$ cat config.mk
export PLATFORM = sky130hd
export DESIGN_NAME = qspi_fifo
export DESIGN_NICKNAME = d
export VERILOG_FILES = /design/src/rtl/qspi_fifo.sv
export SDC_FILE = /design/constraint.sdc
export NUM_CORES = 1
export LEC_CHECK = 0
export CORE_ASPECT_RATIO = 2
export CORE_MARGIN = 3
export CORE_UTILIZATION = 29
export CTS_CLUSTER_SIZE = 8
export DETAILED_ROUTE_END_ITERATION = 8
export GPL_TIMING_DRIVEN = 0
export PLACE_DENSITY_LB_ADDON = 0.12
export SLEW_MARGIN = 30
export SYNTH_ARGS = -nofsm -noshare
export SYNTH_HDL_FRONTEND = slang
export SYNTH_SLANG_ARGS = --single-unit
$ cat constraint.sdc
create_clock -name clk -period 3.8 [get_ports clk]
set_input_delay 0.38 -clock clk [delete_from_list [all_inputs] [get_ports clk]]
set_output_delay 0.38 -clock clk [all_outputs]
set_load 0.02 [all_outputs]
$ cat src/rtl/qspi_fifo.sv
// Synchronous single-clock FIFO with registered or first-word-fall-through read,
// programmable almost-full/almost-empty thresholds and sticky overflow/underflow flags.
module qspi_fifo #(
    parameter int DATA_WIDTH = 32,
    parameter int ADDR_WIDTH = 4,
    parameter int FWFT       = 0,
    parameter int AF_LEVEL   = (1 << ADDR_WIDTH) - 1,
    parameter int AE_LEVEL   = 1
) (
    input  logic                  clk,
    input  logic                  reset,
    input  logic                  wr_en,
    input  logic [DATA_WIDTH-1:0] data_in,
    input  logic                  rd_en,
    input  logic                  flush,
    input  logic                  clear_err,
    output logic [DATA_WIDTH-1:0] data_out,
    output logic                  full,
    output logic                  empty,
    output logic                  almost_full,
    output logic                  almost_empty,
    output logic [ADDR_WIDTH:0]   count,
    output logic                  overflow,
    output logic                  underflow
);

    localparam int DEPTH = 1 << ADDR_WIDTH;
    localparam logic [ADDR_WIDTH:0]   CNT_FULL = DEPTH[ADDR_WIDTH:0];
    localparam logic [ADDR_WIDTH:0]   CNT_AF   = AF_LEVEL[ADDR_WIDTH:0];
    localparam logic [ADDR_WIDTH:0]   CNT_AE   = AE_LEVEL[ADDR_WIDTH:0];
    localparam logic [ADDR_WIDTH:0]   CNT_ONE  = {{ADDR_WIDTH{1'b0}}, 1'b1};
    localparam logic [ADDR_WIDTH-1:0] PTR_ONE  = {{(ADDR_WIDTH-1){1'b0}}, 1'b1};

    logic [DATA_WIDTH-1:0] mem [DEPTH];
    logic [ADDR_WIDTH-1:0] wr_ptr;
    logic [ADDR_WIDTH-1:0] rd_ptr;
    logic                  wr_acc;
    logic                  rd_acc;
    logic                  ovf_evt;
    logic                  unf_evt;

    assign full         = (count == CNT_FULL);
    assign empty        = (count == '0);
    assign almost_full  = (count >= CNT_AF);
    assign almost_empty = (count <= CNT_AE);

    // flush masks both requests, so nothing it suppresses counts as an error
    assign wr_acc  = wr_en && !full  && !flush;
    assign rd_acc  = rd_en && !empty && !flush;
    assign ovf_evt = wr_en &&  full  && !flush;
    assign unf_evt = rd_en &&  empty && !flush;

    always_ff @(posedge clk) begin
        if (wr_acc) begin
            mem[wr_ptr] <= data_in;
        end
    end

    always_ff @(posedge clk or posedge reset) begin
        if (reset) begin
            wr_ptr <= '0;
            rd_ptr <= '0;
            count  <= '0;
        end else if (flush) begin
            wr_ptr <= '0;
            rd_ptr <= '0;
            count  <= '0;
        end else begin
            if (wr_acc) begin
                wr_ptr <= wr_ptr + PTR_ONE;
            end
            if (rd_acc) begin
                rd_ptr <= rd_ptr + PTR_ONE;
            end
            if (wr_acc && !rd_acc) begin
                count <= count + CNT_ONE;
            end else if (rd_acc && !wr_acc) begin
                count <= count - CNT_ONE;
            end
        end
    end

    // an error in the same cycle as clear_err wins, so no event is lost
    always_ff @(posedge clk or posedge reset) begin
        if (reset) begin
            overflow  <= 1'b0;
            underflow <= 1'b0;
        end else begin
            if (ovf_evt) begin
                overflow <= 1'b1;
            end else if (clear_err) begin
                overflow <= 1'b0;
            end
            if (unf_evt) begin
                underflow <= 1'b1;
            end else if (clear_err) begin
                underflow <= 1'b0;
            end
        end
    end

    generate
        if (FWFT != 0) begin : g_fwft
            // head word shown combinationally; forced to zero while empty so reset reads 0
            assign data_out = empty ? '0 : mem[rd_ptr];
        end else begin : g_reg
            logic [DATA_WIDTH-1:0] rd_data;

            always_ff @(posedge clk or posedge reset) begin
                if (reset) begin
                    rd_data <= '0;
                end else if (rd_acc) begin
                    rd_data <= mem[rd_ptr];
                end
            end

            assign data_out = rd_data;
        end
    endgenerate

endmodule

==> run_results.csv, run 1 <==
group,metric,value,unit
floorplan,coreArea,0.0732,sq mm
logic_synthesis,ys_ff_latch,559,
timing,finalCriticalPeriod,3.56,ns
worst_setup_path,crit_fanout,9,
pwr,p_sw_frac,0.257,
logic_synthesis,synthArstFlopShare,0.0841,
timing,relSlewSlack,0.305,
floorplan,io_pins,81,
pwr,clkPwrFrac,0.400,
worst_setup_path,crit_top_cell,"buf_4",
worst_setup_path,rr_endpoint,"mem[1][24]",
routing,dr.pass1.iters,5,
floorplan,die-area,0.0777,sq mm
worst_setup_path,slowest_stage,"dfrtp_1",
logic_synthesis,ys_warn_count,0,
floorplan,core.rowCount,140,
pwr,p_leak,8.45,nW
logic_synthesis,synth_area_leaders,"edfxtp_1 71%, mux4_2 6.7%, mux2i_1 6.0%",
finish,synthToLayoutAreaGrowth,24.0,%
pwr,switchingPower,4.15,mW
global_routing,antenna_found_initial,1,
routing,drtIter0Drc,620,
worst_setup_path,path_buf_inv,7,
timing,max_freq,281,MHz
worst_setup_path,cp-endpoint,"mem[1][24]",
logic_synthesis,synth_cells,1127,
worst_setup_path,reg2regPathDepth,12,
logic_synthesis,synth_flop_cell,"edfxtp_1",
pwr,p_int,12.0,mW
clock_network,clock_latency,0.61,ns
routing,post_drt_via_cell_ratio,4.86,
worst_setup_path,crit_path_start,"count[1]",
pwr,comb_power_share,0.151,
pwr,finalPower,16.1,mW
timing,rsz0062_at_grt,"false",
clock_network,path_clk_slew,0.05,ns
logic_synthesis,syn-num-nets,1175,
global_routing,grt_pass1_wl,86300,um
timing,setup_tns,0,ns
logic_synthesis,synth_top_area_frac,0.714,
clock_network,clock_sinks,559,
finish,drive_above_1_share,0.185,
global_routing,grt_start_max_net_pins,28,
floorplan,die_x,199,um
worst_setup_path,critPathTopFamily,"buffers and inverters",
clock_network,clk_path_buf_depth,3,
worst_setup_path,worst_setup_path_start_kind,"flip-flop",
logic_synthesis,yosysTopAreaCell,"edfxtp_1",
worst_setup_path,crit_cells,12,
routing,antenna_left,0,
logic_synthesis,yosysSeqAreaShare,0.769,
worst_setup_path,required,4.11,ns
timing,tightest_slew,1.04,ns
routing,detail_route.wl_per_cell,26.0,um
placement,dp_hpwl,40500,um
job,cap_violations,0,
floorplan,start_util,0.294,
worst_setup_path,r2r_slack,0.24,ns
logic_synthesis,syn_area,0.0215,sq mm
clock_network,cts_root_buffer,"clkbuf_16",
timing,hold_viol_final,0,
timing,drv_slew,0,
worst_hold_path,hp-class,"in2async",
global_routing,grt_usage,0.157,
worst_setup_path,path_cells,"inv_1, ha_1, nand4bb_1, clkbuf_1, inv_1, nor3_1, nand2_1, nor3_4, buf_4, buf_4, buf_4, buf_4",
routing,vias,11200,
clock_network,numCtsBuffers,79,
global_routing,grt-ovfl-total,0,
pwr,p_per_area,605,mW/mm^2
timing,post-route-period-util,0.937,
finish,num-fill-cells,6813,
timing,finClkSkew,0.0144,ns
worst_setup_path,critical_path_class,"reg2reg",
status,status,"complete, no violations",
timing,setup_violations,0,
logic_synthesis,synth_cell_types,44,
worst_setup_path,cpPeakStageDelay,0.51,ns
worst_setup_path,worstSetupEndpointType,"flip-flop",
logic_synthesis,synth_edf_count,512,
finish,nets,1381,
placement,io_buffers,79,
routing,routed_wl,60200,um
logic_synthesis,syn_avg_cell_area,19.1,sq um
clock_network,htree_levels,3,
global_routing,grt_pass1_vias,12100,
pwr,ir_drop,252,uV
pwr,power_frac_seq,0.448,
clock_network,cts_hold_buf,0,
clock_network,cts_tree,"built",
floorplan,die_y,391,um
worst_setup_path,r2r-start,"count[1]",
worst_setup_path,arrival,3.87,ns
routing,drc,0,
timing,holdWs,0.0959,ns
placement,gp_congestion,0.717,
==> synth_stat cells (2+ instances only) <==
cell,number
a21oi_1,5
a22oi_1,96
a31oi_1,2
and3_1,2
buf_2,33
buf_4,4
buf_6,2
clkbuf_1,24
dfrtp_1,47
edfxtp_1,512
ha_1,10
inv_1,11
mux2i_1,129
mux4_2,64
nand2_1,40
nand2b_1,4
nand3_1,70
nand4_1,2
nor2_1,28
nor2b_1,4
nor3_1,9
o21ai_0,3
xnor2_1,3
xor2_1,3
==> power groups by stage <==
stage	Clock, mW	Sequential (mW)	Combinational (mW)
4_1_cts	6.66	7.23	2.50
6_report	6.45	7.23	2.44
3_5_place_dp	0	7.35	2.50
3_3_place_gp	0	7.36	2.42
5_1_grt	6.92	7.26	2.65
2_1_floorplan	0	7.51	1.15
==> kinds of logic after synthesis <==
family / Yosys count / share of synthesized area
fa+ha+maj: 10 / 0.00581
buf+inv: 76 / 0.0172
compound gates: 114 / 0.0392
mux: 195 / 0.128
xor+xnor: 7 / 0.00349
simple gates: 166 / 0.0370
flops: 559 / 0.769
==> registers in the layout, summed over array words and instances, names as in the netlist <==
register	flops
data_out	32
rd_ptr	4
overflow	1
underflow	1
mem	512
wr_ptr	4
count	5
==> per-stage QoR <==
| step | util | area (sq um) | setup WS (ns) | cells |
|---|---|---|---|---|
| 3_5_place_dp | 0.334 | 24400 | 0.129 | 2175 |
| 2_1_floorplan | - | 21500 | -0.657 | 1127 |
| 4_1_cts | 0.364 | 26700 | 0.0962 | 2312 |
| 6_report | 0.364 | 26700 | 0.238 | 2313 |
| 3_3_place_gp | 0.321 | 23500 | -4.62 | 2129 |
| 5_1_grt | 0.364 | 26700 | 0.0489 | 2312 |
==> cells in the final DEF (no fill, tap or decap), types with 17 or more instances in the layout <==
cell and n:
buf_2 33, clkbuf_16 81, dfrtp_1 47, buf_16 19, clkdlybuf4s50_1 79, nand2_1 40
edfxtp_1 512, clkbuf_1 79, buf_4 17, mux4_2 64, a22oi_1 96, mux2i_1 129
nand3_1 70
==> metal layers <==
| metal | vias to the layer above | wire [um] | GRT usage |
|---|---|---|---|
| li1 | 4972 | - | - |
| met1 | 5898 | 22900 | 0.176 |
| met2 | 271 | 33100 | 0.291 |
| met3 | 99 | 2420 | 0.0291 |
| met4 | 0 | 1800 | 0.0595 |
| met5 | - | 0 | 0 |
==> cell type report <==
| type | instances | area [sq um] | share of cell area |
|---|---|---|---|
| antenna | 1 | 2.50 | 0.0000938 |
| buffer | 64 | 313 | 0.0117 |
| clock buffer | 137 | 2240 | 0.0839 |
| inverter | 12 | 60.1 | 0.00225 |
| multi-input combinational | 492 | 4730 | 0.177 |
| sequential | 559 | 16600 | 0.620 |
| tap | 923 | 1150 | 0.0433 |
| timing repair buffer | 125 | 1620 | 0.0608 |
==> worst min path at each step <==
stage / from / endpoint / slack, ns / cells past startpoint
6_report: reset / data_out[7] / 0.1 / 2
5_1_grt: reset / data_out[6] / 0.10 / 2
4_1_cts: reset / wr_ptr[2] / 0.08 / 2
3_5_place_dp: data_out[10] / data_out[10] / 0.47 / 2
3_3_place_gp: data_out[10] / data_out[10] / 0.47 / 2
2_1_floorplan: clear_err / overflow / 0.47 / 1
==> timing repair <==
item | in CTS | in global routing
setup buffers | 0 | 0
gates resized for setup | 0 | 1
setup endpoints to repair | 0 | 4
No activity file was read; power rests on OpenSTA's default activity.
==> run 2: changes to the inputs <==
--- a/config.mk
+++ b/config.mk
@@ -5,13 +5,13 @@
 export SDC_FILE = /design/constraint.sdc
 export NUM_CORES = 1
 export LEC_CHECK = 0
-export CORE_ASPECT_RATIO = 2
 export CORE_MARGIN = 3
 export CORE_UTILIZATION = 29
 export CTS_CLUSTER_SIZE = 8
 export DETAILED_ROUTE_END_ITERATION = 8
 export GPL_TIMING_DRIVEN = 0
 export PLACE_DENSITY_LB_ADDON = 0.12
+export SKIP_LAST_GASP = 1
 export SLEW_MARGIN = 30
 export SYNTH_ARGS = -nofsm -noshare
 export SYNTH_HDL_FRONTEND = slang
==> run 2 against run 1 <==
Sequential share of layout area shrank 0.41 points; highest routed layer is now met5; cell count up 1.7%; routed wire length is 2.5% lower.
==> run_results.csv, run 2 (synthesis results as in run 1) <==
group,metric,value,unit
placement,dpl_worst_slack,0.182,ns
routing,drc,0,
status,status,"complete, no violations",
timing,holdWs,0.0784,ns
timing,setup_violations,0,
clock_network,cts_resized,0,
pwr,finalPower,16.3,mW
clock_network,cts_tree,"built",
finish,synthToLayoutAreaGrowth,24.8,%
floorplan,start_util,0.294,
finish,antenna_cells,0,
worst_setup_path,crit_fanout,9,
worst_setup_path,rr_endpoint,"mem[3][28]",
finish,top_register,"mem",
worst_setup_path,worstSetupEndpointType,"flip-flop",
worst_setup_path,arrival,3.84,ns
global_routing,grt_usage,0.152,
pwr,switchingPower,4.26,mW
routing,drtIter0Drc,1036,
floorplan,core.rowCount,99,
pwr,clkPwrFrac,0.406,
timing,tightest_slew,1.04,ns
routing,wl_met1,26600,um
worst_setup_path,r2r_slack,0.26,ns
clock_network,clock_sinks,559,
pwr,p_per_area,608,mW/mm^2
routing,routed_wl,58600,um
clock_network,post_cts_buffers,0,
finish,final_area,0.0269,sq mm
routing,wl_met2,28000,um
worst_setup_path,required,4.10,ns
timing,fin_ws,0.262,ns
clock_network,path_clk_slew,0.05,ns
pwr,ir_drop,295,uV
floorplan,io_pins,81,
finish,fin_cells,2352,
worst_setup_path,worst_setup_path_start_kind,"flip-flop",
worst_setup_path,critical_path_class,"reg2reg",
timing,drv_slew,0,
placement,dpl_cell_area,0.0245,sq mm
floorplan,die-area,0.0775,sq mm
timing,finClkSkew,0.0216,ns
pwr,p_int,12.1,mW
placement,io_buffers,79,
worst_hold_path,hp-class,"in2async",
floorplan,die_x,278,um
finish,largest_reg_flops,512,
finish,drive_above_1_share,0.187,
routing,dr.pass1.iters,5,
clock_network,cts_hold_buf,0,
routing,detail_route.wl_per_cell,24.9,um
timing,post-route-period-util,0.931,
routing,top_layer,"met5",
global_routing,grt_pass1_vias,11800,
clock_network,clock_latency,0.62,ns
pwr,comb_power_share,0.150,
global_routing,grt_pass1_wl,84800,um
global_routing,grt-ovfl-total,0,
global_routing,antenna_found_initial,1,
clock_network,clk_path_buf_depth,3,
finish,final_core_util,0.367,
clock_network,cts_root_buffer,"clkbuf_16",
routing,vias,11300,
timing,relSlewSlack,0.310,
routing,antenna_left,0,
timing,setup_tns,0,ns
timing,finalCriticalPeriod,3.54,ns
finish,layout_common_cells,"512 x edfxtp_1, 129 x mux2i_1, 96 x a22oi_1",
finish,nets,1381,
clock_network,numCtsBuffers,80,
placement,placed_cells,2210,
pwr,p_sw_frac,0.261,
timing,max_freq,283,MHz
finish,layout_commonest_cell,"edfxtp_1",
worst_setup_path,r2r-start,"count[1]",
global_routing,grt_start_max_net_pins,33,
floorplan,coreArea,0.0732,sq mm
pwr,p_leak,8.50,nW
floorplan,die_y,278,um
job,cap_violations,0,
timing,hold_viol_final,0,
placement,dp_hpwl,37600,um
pwr,power_frac_seq,0.444,
timing,rsz0062_at_grt,"false",
routing,wl_met3,2980,um
clock_network,htree_levels,3,
worst_setup_path,reg2regPathDepth,10,
routing,post_drt_via_cell_ratio,4.80,
placement,gp_congestion,0.705,
-- run 2: changes by cell type in the layout (fill, tap and decap cells not counted), moves of 2 or more --
cell    previous run  this run
buf_16            19        24
buf_12             4         1
inv_6              0         3
buf_8              5         3
-- run 2: how the worst max path moves through the flow --
| stage | cells after the start | start | endpoint | slack (ns) |
|---|---|---|---|---|
| floorplan | 8 | count[1] | mem[1][0] | -0.66 |
| global placement | 8 | count[0] | mem[1][27] | -4.25 |
| detailed placement | 11 | count[1] | mem[1][28] | 0.18 |
| CTS | 11 | count[1] | mem[1][28] | 0.16 |
| global route | 10 | count[1] | mem[3][26] | 0.08 |
| finish | 10 | count[1] | mem[3][28] | 0.26 |
-- run 2: power by group through the flow --
stage | sequential (mW) | combinational (mW) | clock, mW
3_5_place_dp | 7.37 | 2.50 | 0
4_1_cts | 7.25 | 2.51 | 6.82
6_report | 7.25 | 2.45 | 6.63
2_1_floorplan | 7.51 | 1.15 | 0
3_3_place_gp | 7.38 | 2.43 | 0
5_1_grt | 7.28 | 2.66 | 7.10
-- run 2: critical path, stage by stage, from the launching register on --
cell and delay [ns]:
dfrtp_1 0.52, inv_1 0.14, ha_1 0.22, nand4bb_1 0.10, clkbuf_1 0.31, inv_1 0.14, nor3_1 0.39, nand2_1 0.35
nor3_4 0.57, buf_6 0.27, buf_6 0.20
-- run 2: routing by layer --
metal / up-vias / track usage
li1: 4981 / -
met1: 5922 / 0.213
met2: 303 / 0.244
met3: 75 / 0.0272
met4: 2 / 0.0447
met5: - / 0
-- run 2: area by class of cell --
type,count,area [sq um]
Clock inverter,6,85.1
Clock buffer,136,2250
Sequential cell,559,16600
Fill cell,6757,46400
Buffer,64,312
Multi-Input combinational cell,492,4730
Inverter,12,60.1
Timing Repair Buffer,124,1660
Tap cell,959,1200
